--- config.mk ---
export PLATFORM = sky130hd
export DESIGN_NAME = jtag_cmd_chain_flat
export DESIGN_NICKNAME = d
export VERILOG_FILES = /design/src/rtl/jtag_cmd_chain_if.sv /design/src/rtl/jtag_cmd_chain.sv /design/src/flat_wrapper.sv
export SDC_FILE = /design/constraint.sdc
export NUM_CORES = 1
export LEC_CHECK = 0
export ABC_CLOCK_PERIOD_IN_PS = 4990
export CAP_MARGIN = 25
export CORE_MARGIN = 2
export CORE_UTILIZATION = 33
export CTS_BUF_LIST = sky130_fd_sc_hd__clkbuf_8
export DETAILED_ROUTE_END_ITERATION = 16
export SKIP_CTS_REPAIR_TIMING = 1
export SLEW_MARGIN = 10
export SYNTH_ARGS = -nofsm -noshare
export SYNTH_HDL_FRONTEND = slang
export SYNTH_SLANG_ARGS = --single-unit
--- constraint.sdc ---
create_clock -name JTCK -period 4.99 [get_ports JTCK]
set_input_delay 1.497 -clock JTCK [delete_from_list [all_inputs] [get_ports JTCK]]
set_output_delay 1.497 -clock JTCK [all_outputs]
set_load 0.05 [all_outputs]
--- src/rtl/jtag_cmd_chain_if.sv ---
// System-side command/read-return bundle for jtag_cmd_chain.
// The master drives commands out and accepts returned read words.
interface jtag_cmd_chain_if #(
  parameter int DATA_WIDTH  = 32,
  parameter int ADDR_WIDTH  = 32,
  parameter int BE_WIDTH    = 4,
  parameter int BURST_WIDTH = 8
);
  logic                   cmd_valid;
  logic                   cmd_write;
  logic [ADDR_WIDTH-1:0]  cmd_addr;
  logic [BE_WIDTH-1:0]    cmd_be;
  logic [BURST_WIDTH-1:0] cmd_burst;
  logic [DATA_WIDTH-1:0]  cmd_wdata;
  logic                   cmd_ready;
  logic                   rd_valid;
  logic [DATA_WIDTH-1:0]  rd_data;

  modport master (
    output cmd_valid, cmd_write, cmd_addr, cmd_be, cmd_burst, cmd_wdata,
    input  cmd_ready, rd_valid, rd_data
  );

  modport slave (
    input  cmd_valid, cmd_write, cmd_addr, cmd_be, cmd_burst, cmd_wdata,
    output cmd_ready, rd_valid, rd_data
  );
endinterface

--- src/rtl/jtag_cmd_chain.sv ---
// JTAG user data register that configures and issues system commands and
// buffers returned read words; everything runs on JTCK.
module jtag_cmd_chain #(
  parameter int DATA_WIDTH  = 32,
  parameter int OP_WIDTH    = 4,
  parameter int ADDR_WIDTH  = 32,
  parameter int BE_WIDTH    = 4,
  parameter int BURST_WIDTH = 8,
  parameter int BUF_DEPTH   = 8,
  parameter int AUTO_INC    = 1
) (
  input  logic JTCK,
  input  logic JRSTN,
  input  logic JTDI,
  input  logic JSHIFT,
  input  logic JUPDATE,
  input  logic JCE,
  input  logic JRTI,
  output logic JTDO,
  jtag_cmd_chain_if.master sys
);

  localparam int SCAN_W = DATA_WIDTH + OP_WIDTH;
  localparam int PTR_W  = $clog2(BUF_DEPTH);
  localparam int CNT_W  = PTR_W + 1;

  localparam logic [OP_WIDTH-1:0] OP_NOP       = OP_WIDTH'(0);
  localparam logic [OP_WIDTH-1:0] OP_WR_ADDR   = OP_WIDTH'(1);
  localparam logic [OP_WIDTH-1:0] OP_WR_BE     = OP_WIDTH'(2);
  localparam logic [OP_WIDTH-1:0] OP_WR_BURST  = OP_WIDTH'(3);
  localparam logic [OP_WIDTH-1:0] OP_RD_ADDR   = OP_WIDTH'(4);
  localparam logic [OP_WIDTH-1:0] OP_RD_BE     = OP_WIDTH'(5);
  localparam logic [OP_WIDTH-1:0] OP_RD_BURST  = OP_WIDTH'(6);
  localparam logic [OP_WIDTH-1:0] OP_RD_STATUS = OP_WIDTH'(7);
  localparam logic [OP_WIDTH-1:0] OP_WR_DATA   = OP_WIDTH'(8);
  localparam logic [OP_WIDTH-1:0] OP_RD_MEM    = OP_WIDTH'(9);
  localparam logic [OP_WIDTH-1:0] OP_RD_BUF    = OP_WIDTH'(10);

  typedef enum logic [1:0] {ST_IDLE, ST_PEND, ST_ISSUE} state_t;

  state_t                 state_q, state_d;
  logic [SCAN_W-1:0]      scan_q, scan_d;
  logic [ADDR_WIDTH-1:0]  addr_q, addr_d;
  logic [BE_WIDTH-1:0]    be_q, be_d;
  logic [BURST_WIDTH-1:0] burst_q, burst_d;
  logic [DATA_WIDTH-1:0]  wdata_q, wdata_d;
  logic [DATA_WIDTH-1:0]  cap_q, cap_d;
  logic                   upd_q, upd_d;
  logic                   err_q, err_d;
  logic                   ovf_q, ovf_d;
  logic                   req_write_q, req_write_d;
  logic                   cmd_valid_q, cmd_valid_d;
  logic                   cmd_write_q, cmd_write_d;
  logic [ADDR_WIDTH-1:0]  cmd_addr_q, cmd_addr_d;
  logic [BE_WIDTH-1:0]    cmd_be_q, cmd_be_d;
  logic [BURST_WIDTH-1:0] cmd_burst_q, cmd_burst_d;
  logic [DATA_WIDTH-1:0]  cmd_wdata_q, cmd_wdata_d;
  logic [PTR_W-1:0]       wr_ptr_q, wr_ptr_d;
  logic [PTR_W-1:0]       rd_ptr_q, rd_ptr_d;
  logic [CNT_W-1:0]       cnt_q, cnt_d;

  logic [DATA_WIDTH-1:0]  mem [BUF_DEPTH];

  logic                   upd_fire;
  logic [OP_WIDTH-1:0]    op;
  logic [DATA_WIDTH-1:0]  pl;
  logic [OP_WIDTH-1:0]    status;
  logic                   busy, not_empty, full;
  logic                   req, req_wr, pop_req, do_pop, do_push;
  logic                   err_set, ovf_set, flags_clr;

  always_comb begin
    state_d     = state_q;
    scan_d      = scan_q;
    addr_d      = addr_q;
    be_d        = be_q;
    burst_d     = burst_q;
    wdata_d     = wdata_q;
    cap_d       = cap_q;
    upd_d       = JUPDATE;
    err_d       = err_q;
    ovf_d       = ovf_q;
    req_write_d = req_write_q;
    cmd_valid_d = cmd_valid_q;
    cmd_write_d = cmd_write_q;
    cmd_addr_d  = cmd_addr_q;
    cmd_be_d    = cmd_be_q;
    cmd_burst_d = cmd_burst_q;
    cmd_wdata_d = cmd_wdata_q;
    wr_ptr_d    = wr_ptr_q;
    rd_ptr_d    = rd_ptr_q;
    cnt_d       = cnt_q;
    req         = 1'b0;
    req_wr      = 1'b0;
    pop_req     = 1'b0;
    err_set     = 1'b0;
    ovf_set     = 1'b0;
    flags_clr   = 1'b0;

    upd_fire  = JUPDATE & ~upd_q;
    op        = scan_q[OP_WIDTH-1:0];
    pl        = scan_q[SCAN_W-1:OP_WIDTH];
    busy      = (state_q != ST_IDLE);
    not_empty = (cnt_q != '0);
    full      = (cnt_q == CNT_W'(BUF_DEPTH));

    status    = '0;
    status[0] = busy;
    status[1] = not_empty;
    status[2] = err_q;
    status[3] = ovf_q;

    if (JCE) begin
      if (JSHIFT) scan_d = {JTDI, scan_q[SCAN_W-1:1]};
      else        scan_d = {cap_q, status};
    end

    // Auto-increment goes first so an explicit address write in the same cycle wins.
    if (state_q == ST_ISSUE && sys.cmd_ready && cmd_write_q && AUTO_INC != 0)
      addr_d = addr_q + ADDR_WIDTH'(BE_WIDTH);

    if (upd_fire) begin
      case (op)
        OP_NOP:       cap_d   = '0;
        OP_WR_ADDR:   addr_d  = ADDR_WIDTH'(pl);
        OP_WR_BE:     be_d    = BE_WIDTH'(pl);
        OP_WR_BURST:  burst_d = BURST_WIDTH'(pl);
        OP_RD_ADDR:   cap_d   = DATA_WIDTH'(addr_q);
        OP_RD_BE:     cap_d   = DATA_WIDTH'(be_q);
        OP_RD_BURST:  cap_d   = DATA_WIDTH'(burst_q);
        OP_RD_STATUS: begin
          cap_d     = DATA_WIDTH'({ovf_q, err_q, not_empty, busy, cnt_q});
          flags_clr = 1'b1;
        end
        OP_WR_DATA: begin
          wdata_d = pl;
          req     = 1'b1;
          req_wr  = 1'b1;
        end
        OP_RD_MEM:    req     = 1'b1;
        OP_RD_BUF: begin
          pop_req = 1'b1;
          cap_d   = not_empty ? mem[rd_ptr_q] : '0;
        end
        default:      err_set = 1'b1;
      endcase
    end

    case (state_q)
      ST_IDLE: begin
        if (req) begin
          state_d     = ST_PEND;
          req_write_d = req_wr;
        end
      end
      ST_PEND: begin
        if (JRTI) begin
          state_d     = ST_ISSUE;
          cmd_valid_d = 1'b1;
          cmd_write_d = req_write_q;
          cmd_addr_d  = addr_q;
          cmd_be_d    = be_q;
          cmd_burst_d = burst_q;
          cmd_wdata_d = wdata_q;
        end
      end
      ST_ISSUE: begin
        if (sys.cmd_ready) begin
          state_d     = ST_IDLE;
          cmd_valid_d = 1'b0;
        end
      end
      default: state_d = ST_IDLE;
    endcase
    if (req && busy) err_set = 1'b1;

    // A pop frees a slot in the same cycle, so a push into a full buffer still lands.
    do_pop  = pop_req & not_empty;
    do_push = sys.rd_valid & (~full | do_pop);
    if (pop_req && !not_empty) err_set = 1'b1;
    if (sys.rd_valid && !do_push) ovf_set = 1'b1;
    if (do_push) wr_ptr_d = wr_ptr_q + PTR_W'(1);
    if (do_pop)  rd_ptr_d = rd_ptr_q + PTR_W'(1);
    if (do_push && !do_pop)      cnt_d = cnt_q + CNT_W'(1);
    else if (do_pop && !do_push) cnt_d = cnt_q - CNT_W'(1);

    if (flags_clr) begin
      err_d = 1'b0;
      ovf_d = 1'b0;
    end
    if (err_set) err_d = 1'b1;
    if (ovf_set) ovf_d = 1'b1;
  end

  always_ff @(posedge JTCK or negedge JRSTN) begin
    if (!JRSTN) begin
      state_q     <= ST_IDLE;
      scan_q      <= '0;
      addr_q      <= '0;
      be_q        <= '1;
      burst_q     <= '0;
      wdata_q     <= '0;
      cap_q       <= '0;
      upd_q       <= 1'b0;
      err_q       <= 1'b0;
      ovf_q       <= 1'b0;
      req_write_q <= 1'b0;
      cmd_valid_q <= 1'b0;
      cmd_write_q <= 1'b0;
      cmd_addr_q  <= '0;
      cmd_be_q    <= '0;
      cmd_burst_q <= '0;
      cmd_wdata_q <= '0;
      wr_ptr_q    <= '0;
      rd_ptr_q    <= '0;
      cnt_q       <= '0;
    end else begin
      state_q     <= state_d;
      scan_q      <= scan_d;
      addr_q      <= addr_d;
      be_q        <= be_d;
      burst_q     <= burst_d;
      wdata_q     <= wdata_d;
      cap_q       <= cap_d;
      upd_q       <= upd_d;
      err_q       <= err_d;
      ovf_q       <= ovf_d;
      req_write_q <= req_write_d;
      cmd_valid_q <= cmd_valid_d;
      cmd_write_q <= cmd_write_d;
      cmd_addr_q  <= cmd_addr_d;
      cmd_be_q    <= cmd_be_d;
      cmd_burst_q <= cmd_burst_d;
      cmd_wdata_q <= cmd_wdata_d;
      wr_ptr_q    <= wr_ptr_d;
      rd_ptr_q    <= rd_ptr_d;
      cnt_q       <= cnt_d;
    end
  end

  // Buffer storage carries no reset; the pointers alone define its contents.
  always_ff @(posedge JTCK) begin
    if (do_push) mem[wr_ptr_q] <= sys.rd_data;
  end

  assign JTDO          = scan_q[0];
  assign sys.cmd_valid = cmd_valid_q;
  assign sys.cmd_write = cmd_write_q;
  assign sys.cmd_addr  = cmd_addr_q;
  assign sys.cmd_be    = cmd_be_q;
  assign sys.cmd_burst = cmd_burst_q;
  assign sys.cmd_wdata = cmd_wdata_q;

endmodule

--- src/flat_wrapper.sv ---
// flat-port wrapper written by rule: the top's interface ports become plain ports
module jtag_cmd_chain_flat 
#(
  parameter int DATA_WIDTH  = 32,
  parameter int OP_WIDTH    = 4,
  parameter int ADDR_WIDTH  = 32,
  parameter int BE_WIDTH    = 4,
  parameter int BURST_WIDTH = 8,
  parameter int BUF_DEPTH   = 8,
  parameter int AUTO_INC    = 1
)
  (JTCK, JRSTN, JTDI, JSHIFT, JUPDATE, JCE, JRTI, JTDO, sys_cmd_valid, sys_cmd_write, sys_cmd_addr, sys_cmd_be, sys_cmd_burst, sys_cmd_wdata, sys_cmd_ready, sys_rd_valid, sys_rd_data);
  jtag_cmd_chain_if #(.DATA_WIDTH(DATA_WIDTH), .ADDR_WIDTH(ADDR_WIDTH), .BE_WIDTH(BE_WIDTH), .BURST_WIDTH(BURST_WIDTH)) sys_i ();
  input  logic JTCK;
  input  logic JRSTN;
  input  logic JTDI;
  input  logic JSHIFT;
  input  logic JUPDATE;
  input  logic JCE;
  input  logic JRTI;
  output logic JTDO;
  output wire logic [$bits(sys_i.cmd_valid)-1:0] sys_cmd_valid;
  output wire logic [$bits(sys_i.cmd_write)-1:0] sys_cmd_write;
  output wire logic [$bits(sys_i.cmd_addr)-1:0] sys_cmd_addr;
  output wire logic [$bits(sys_i.cmd_be)-1:0] sys_cmd_be;
  output wire logic [$bits(sys_i.cmd_burst)-1:0] sys_cmd_burst;
  output wire logic [$bits(sys_i.cmd_wdata)-1:0] sys_cmd_wdata;
  input wire logic [$bits(sys_i.cmd_ready)-1:0] sys_cmd_ready;
  input wire logic [$bits(sys_i.rd_valid)-1:0] sys_rd_valid;
  input wire logic [$bits(sys_i.rd_data)-1:0] sys_rd_data;
  assign sys_cmd_valid = sys_i.cmd_valid;
  assign sys_cmd_write = sys_i.cmd_write;
  assign sys_cmd_addr = sys_i.cmd_addr;
  assign sys_cmd_be = sys_i.cmd_be;
  assign sys_cmd_burst = sys_i.cmd_burst;
  assign sys_cmd_wdata = sys_i.cmd_wdata;
  assign sys_i.cmd_ready = sys_cmd_ready;
  assign sys_i.rd_valid = sys_rd_valid;
  assign sys_i.rd_data = sys_rd_data;
  jtag_cmd_chain #(.DATA_WIDTH(DATA_WIDTH), .OP_WIDTH(OP_WIDTH), .ADDR_WIDTH(ADDR_WIDTH), .BE_WIDTH(BE_WIDTH), .BURST_WIDTH(BURST_WIDTH), .BUF_DEPTH(BUF_DEPTH), .AUTO_INC(AUTO_INC)) u_core (.JTCK(JTCK), .JRSTN(JRSTN), .JTDI(JTDI), .JSHIFT(JSHIFT), .JUPDATE(JUPDATE), .JCE(JCE), .JRTI(JRTI), .JTDO(JTDO), .sys(sys_i));
endmodule
== After elaboration in Yosys (flattened, before gate mapping) ==
Memory sizes are Yosys's and may differ from the RTL's.
Cells that the tools add are included.
Storage, ports and cells
  memories: 1
  register bits: 238
  input bits: 41
  memory bits (writable): 256
  output and inout port bits: 79
  logic and storage cells: 110
Operators by class
  reduce and logical (&&, ||, !) cells: 29
  bitwise operators: 6
  multiplexer cells: 33
  add/subtract/negate cells: 5
  eq/ne operators: 16
Memories
  u_core.mem: words 8, width 32, read ports 1, clocked after memory_dff 0, write ports 1, line jtag_cmd_chain.sv:62  | logic [DATA_WIDTH-1:0] mem [BUF_DEPTH];
Operator list (count)
  32-bit one-hot mux with 6 select lines: 1
  32-bit 2-to-1 mux: 4
  36-bit 2-to-1 mux: 1
  32-bit by 3-bit adder with 32-bit output, second input constant: 1
  1-bit 2-to-1 mux: 20
  4-bit by 3-bit == test with 1-bit output, second input constant: 4
  4-bit == test, second input constant: 4
  2-bit AND reduction: 6
  11-bit OR reduction: 1
  2-bit nonzero test: 5
  4-bit by 2-bit == test with 1-bit output, second input constant: 2
  4-bit 2-to-1 mux: 2
  1-bit logical AND: 7
  3-bit by 1-bit adder with 3-bit output, second input constant: 2
  2-bit 2-to-1 mux: 3
  2-bit one-hot mux with 3 select lines: 1
  3-bit AND reduction: 2
  6-bit nonzero test: 1
  4-bit by 1-bit adder with 4-bit output, second input constant: 1
  4-bit by 1-bit == test with 1-bit output, second input constant: 1
  4-bit zero test: 1
  2-bit != test, second input constant: 2
  4-bit nonzero test: 1
  4-bit by 1-bit subtractor with 4-bit output, second input constant: 1
  10 further kinds: 15

== Depth between registers and ports, before layout ==
  depth in word-level cells: 10
  depth in mapped cells: 12
  mapped depth without buffers: 11

== Worst setup path after synthesis ==
Ideal clock, no wire load.
  kind: input to register
  start point: input port JUPDATE
  end point: memory u_core.mem[1][0], enable pin
  library setup time: 461 ps
  arrival time: 4309 ps
  buffers on the path: 0
  stages: 4
  slack: 220 ps
  required time: 4529 ps
  path through: nand2b_1 o211ai_1 nand3_1 nor3_1
Between the ends
  cells in the longest elaborated chain, start to end: 7
Ends and longest elaborated chain
  start, declared: line flat_wrapper.sv:18  | input logic JUPDATE;
  1-bit AND: line jtag_cmd_chain.sv:100  | upd_fire = JUPDATE & ~upd_q;
  1-bit 2-to-1 mux: line jtag_cmd_chain.sv:122  | if (upd_fire) begin
  1-bit AND: line jtag_cmd_chain.sv:178  | do_pop = pop_req & not_empty;
  1-bit bitwise OR: line jtag_cmd_chain.sv:179  | do_push = sys.rd_valid & (~full | do_pop);
  1-bit AND: line jtag_cmd_chain.sv:179
  1-bit 2-to-1 mux: line jtag_cmd_chain.sv:243  | if (do_push) mem[wr_ptr_q] <= sys.rd_data;
  1-bit 2-to-1 mux (not written as such): line jtag_cmd_chain.sv:243
  end, declared: line jtag_cmd_chain.sv:62
Every way passes these cells.

== Worst setup path in the final report ==
  start point: register u_core.scan_q[0]
  end point: output port JTDO
RTL lines
  start, declared: line jtag_cmd_chain.sv:42  | logic [SCAN_W-1:0] scan_q, scan_d;
  start signal, assigned: line jtag_cmd_chain.sv:219  | scan_q <= scan_d;
  end, declared: line flat_wrapper.sv:21  | output logic JTDO;
No word-level cell between the ends.

==> results by group <==
Yosys
  • Cells after Synth: 1216
  • Post-synthesis adder-cell area fraction: 0.480%
  • Synth area leaders: edfxtp_1 (39%), dfrtp_1 (30%), mux4_2 (7.7%)
  • Cell Area, Synth: slightly below 0.02 mm²
  • Number of synthesized flops with an enable pin: about 260
  • Syn. warnings: 0
  • Top FF cell, synth: edfxtp_1
  • Syn_area_per_cell: between 15 and 20 µm²
  • Asr flop ratio synth: between 40 and 50%
  • Yosys cell types: 45
  • Combinational family with the most area after synthesis: multiplexers
  • Post-synthesis mux area share: between 10% and 20%
  • Synthesized Nets: approximately 1300
  • Most frequent cell after synthesis: edfxtp_1
  • Synth Area in XOR/XNOR: less than 1%
  • Post-synth top area share: about two fifths
  • Seq/Total Area, Yosys: between 60% and 70%
  • Synth area leader: edfxtp_1
  • Post-synthesis register bit count: approximately 500
  • Synthesized-area fraction occupied by and/or/nand/nor cells: under 10%
  • Commonest cells in the netlist: edfxtp_1 (256), dfrtp_1 (234), mux2_2 (123)
  • Compound-gate portion of the synthesized area: ~4.7%

Global routing
  • GRT overflow: 0
  • Largest net degree at the start of global routing: roughly 130
  • Number of global-route vias before repair: between 10000 and 15000
  • Initial antenna violation count: 9
  • GRT Total Usage: 14.2%
  • First-pass GRT wire length: 68400 µm

Final layout
  • Register Area: about 0.014 mm²
  • Layout area overhead: 18.9%
  • Share of layout cells above drive strength 1: between 20% and 30%
  • Fill cells: between 5000 and 6000
  • Final net count: 1422
  • Multi-input gate area: slightly below 0.006 mm²
  • Final instance area: about 0.024 mm²

Timing
  • Final hold vios: 0
  • Slew at the pin closest to its max-slew limit: about 1.0 ns
  • Setup-failing EPs final: 0
  • Skew final: approximately 0.024 ns
  • Fmax: 276 MHz
  • RSZ-0062 raised after global routing: no
  • Post-layout minimum cycle time: between 3 and 4 ns
  • Setup TNS: 0 ns
  • Period utilization: slightly above 70%
  • Slew headroom: about a third
  • Max-slew violations: 0

Floorplan
  • Die Y: between 200 and 250 µm
  • Die width: 249 µm
  • Die area: slightly above 0.06 mm²
  • FP Rows: a little under 90
  • Initial Util: 33.5%
  • Io pins: 120
  • Total core area: 0.0592 mm²

Min path
  • Hold Startpoint: u_core.sys.cmd_addr[19]$_DFFE_PN0P_
  • Hold Path Sink: u_core.sys.cmd_addr[19]$_DFFE_PN0P_
  • Min-delay worst type: reg -> reg
  • Hold Path Cell Cnt: 2

Clocking
  • Clock tree buffer depth: 3
  • Reg clk slew, reported paths: approximately 0.060 ns
  • CTS Root Cell: clkbuf_8
  • # clock sinks: around 490
  • Clock latency on the worst-skew pair: ~0.65 ns
  • TritonCTS clock tree: yes
  • H-tree depth: 3
  • Num CTS Buffers: 81

Worst setup path
  • Worst r2r path cells: 11
  • CP Capture Type: output pin
  • Worst flop-to-flop path startpoint: u_core.scan_q[1]$_DFFE_PN0P_
  • Arr. time, crit path: around 2.1 ns
  • Worst r2r dst: u_core.cnt_q[3]$_DFFE_PN0P_
  • Critical setup path kind: reg -> out
  • CP required: 3.49 ns
  • Kind of start point of the critical path: flop
  • Reg2reg setup slack: slightly below 2 ns
  • Crit Path Max Fanout: 22

Power
  • Power Dens Cells: just under 600 mW/mm²
  • Maximum VDD drop: roughly 0.27 mV
  • Static leakage: just over 9 nW
  • Combinational share of power: between 20% and 30%
  • Clock power share: between 20% and 30%
  • Switching share of power: 34.4%
  • Sequential share of power: 45.4%
  • Cell-internal power: about 9 mW
  • Total power: approximately 14 mW
  • Switching power total: 4.79 mW

Run status
  • Status: finished clean

Routing
  • Routed len/inst: around 20 µm
  • DRC violations left: 0
  • Routed WL: 43800 µm
  • Vias per cell: a little under 5
  • DR vias: 10967
  • Initial DRC Count: ~740
  • First-pass detailed-route iteration total: 5
  • Number of routed nets with antenna violations: 0

Flow run
  • Max Cap Viol: 0

Placement
  • Final Wtd Congestion: around 0.74
  • Detail Placement HPWL: roughly 27000 µm
  • Number of port buffers: 119
  • DP Area: around 0.022 mm²
[area by class of cell]
class | instances | share of cell area [%]
Sequential cell | 494 | 57.9
Multi-Input combinational cell | 639 | 24.9
Timing Repair Buffer | 147 | 6.06
Clock buffer | 93 | 5.43
Tap cell | 773 | 4.10
Clock inverter | 54 | 1.35
Inverter | 11 | 0.175
Antenna cell | 2 | 0.0212
[state kept, by name, indices dropped and copies added, names as in the netlist, 8 cells and up]
name                  flops
u_core.mem              256
u_core.scan_q            36
u_core.addr_q            32
u_core.cap_q             32
u_core.sys.cmd_addr      32
u_core.sys.cmd_wdata     32
u_core.wdata_q           32
u_core.burst_q            8
u_core.sys.cmd_burst      8
[power by group through the flow]
stage	logic (mW)	clock network, mW	registers, mW
final	4.15	3.45	6.32
after global routing	4.44	3.74	6.48
after CTS	4.11	3.57	6.42
after detailed placement	4.10	0	6.49
after global placement	4.04	0	6.46
after floorplan	2.12	0	6.88
[stage by stage]
stage / setup WS [ns] / hold WS, ns / cells / util, %
after global routing: 1.28 / 0.520 / 2211 / 39.8
after floorplan: 0.220 / 0.477 / 1216 / -
after global placement: 0.881 / 0.470 / 2063 / 37.0
final: 1.37 / 0.485 / 2213 / 39.8
after CTS: 1.28 / 0.489 / 2210 / 39.7
after detailed placement: 0.836 / 0.476 / 2063 / 37.0
[cells by family (layout without fill, tap and decap cells)]
group | Yosys count | after routing
flip-flops | 494 | 494
multiplexers | 263 | 263
AND/OR/NAND/NOR | 210 | 210
AO/OA/AOI/OAI | 142 | 142
buffers and inverters | 83 | 305
XOR/XNOR | 17 | 17
adder cells (fa/ha/maj) | 7 | 7
other | 0 | 2
[how the worst max path moves through the flow]
| stage | start | end | slack (ns) | depth (start not counted) |
|---|---|---|---|---|
| after floorplan | JUPDATE | u_core.mem[1][0]$_DFFE_PP_ | 0.22 | 4 |
| after global placement | JUPDATE | u_core.cnt_q[3]$_DFFE_PN0P_ | 0.88 | 12 |
| after detailed placement | JUPDATE | u_core.cnt_q[3]$_DFFE_PN0P_ | 0.84 | 12 |
| after CTS | u_core.scan_q[0]$_DFFE_PN0P_ | JTDO | 1.28 | 2 |
| after global routing | JUPDATE | u_core.cnt_q[3]$_DFFE_PN0P_ | 1.28 | 12 |
| final | u_core.scan_q[0]$_DFFE_PN0P_ | JTDO | 1.37 | 2 |
[layer usage]
layer	vias up	track usage, %	routed length [µm]
met5	-	0	88
met1	5645	19.4	20100
met2	225	21.8	20300
met3	75	3.91	2460
li1	5008	-	-
met4	14	4.82	816
[cells in the final DEF, fill, tap and decap left out, drive strengths merged, types with 20 or more instances in the layout]
cell type / Yosys / layout
o21ai: 26 / 26
a31oi: 20 / 20
inv: 11 / 47
dfrtp: 234 / 234
a221o: 32 / 32
a21oi: 47 / 47
clkdlybuf4s50: 0 / 116
mux4: 68 / 68
nand2: 22 / 22
nor2: 111 / 111
edfxtp: 256 / 256
mux2: 123 / 123
mux2i: 72 / 72
clkbuf: 45 / 93
buf: 27 / 31
[worst max-delay path, stage by stage (launching register included)]
cell,delay [ns]
dfrtp_1,0.32
buf_4,0.28
clkdlybuf4s50_1,0.87
No activity file was read; power rests on OpenSTA's default activity.
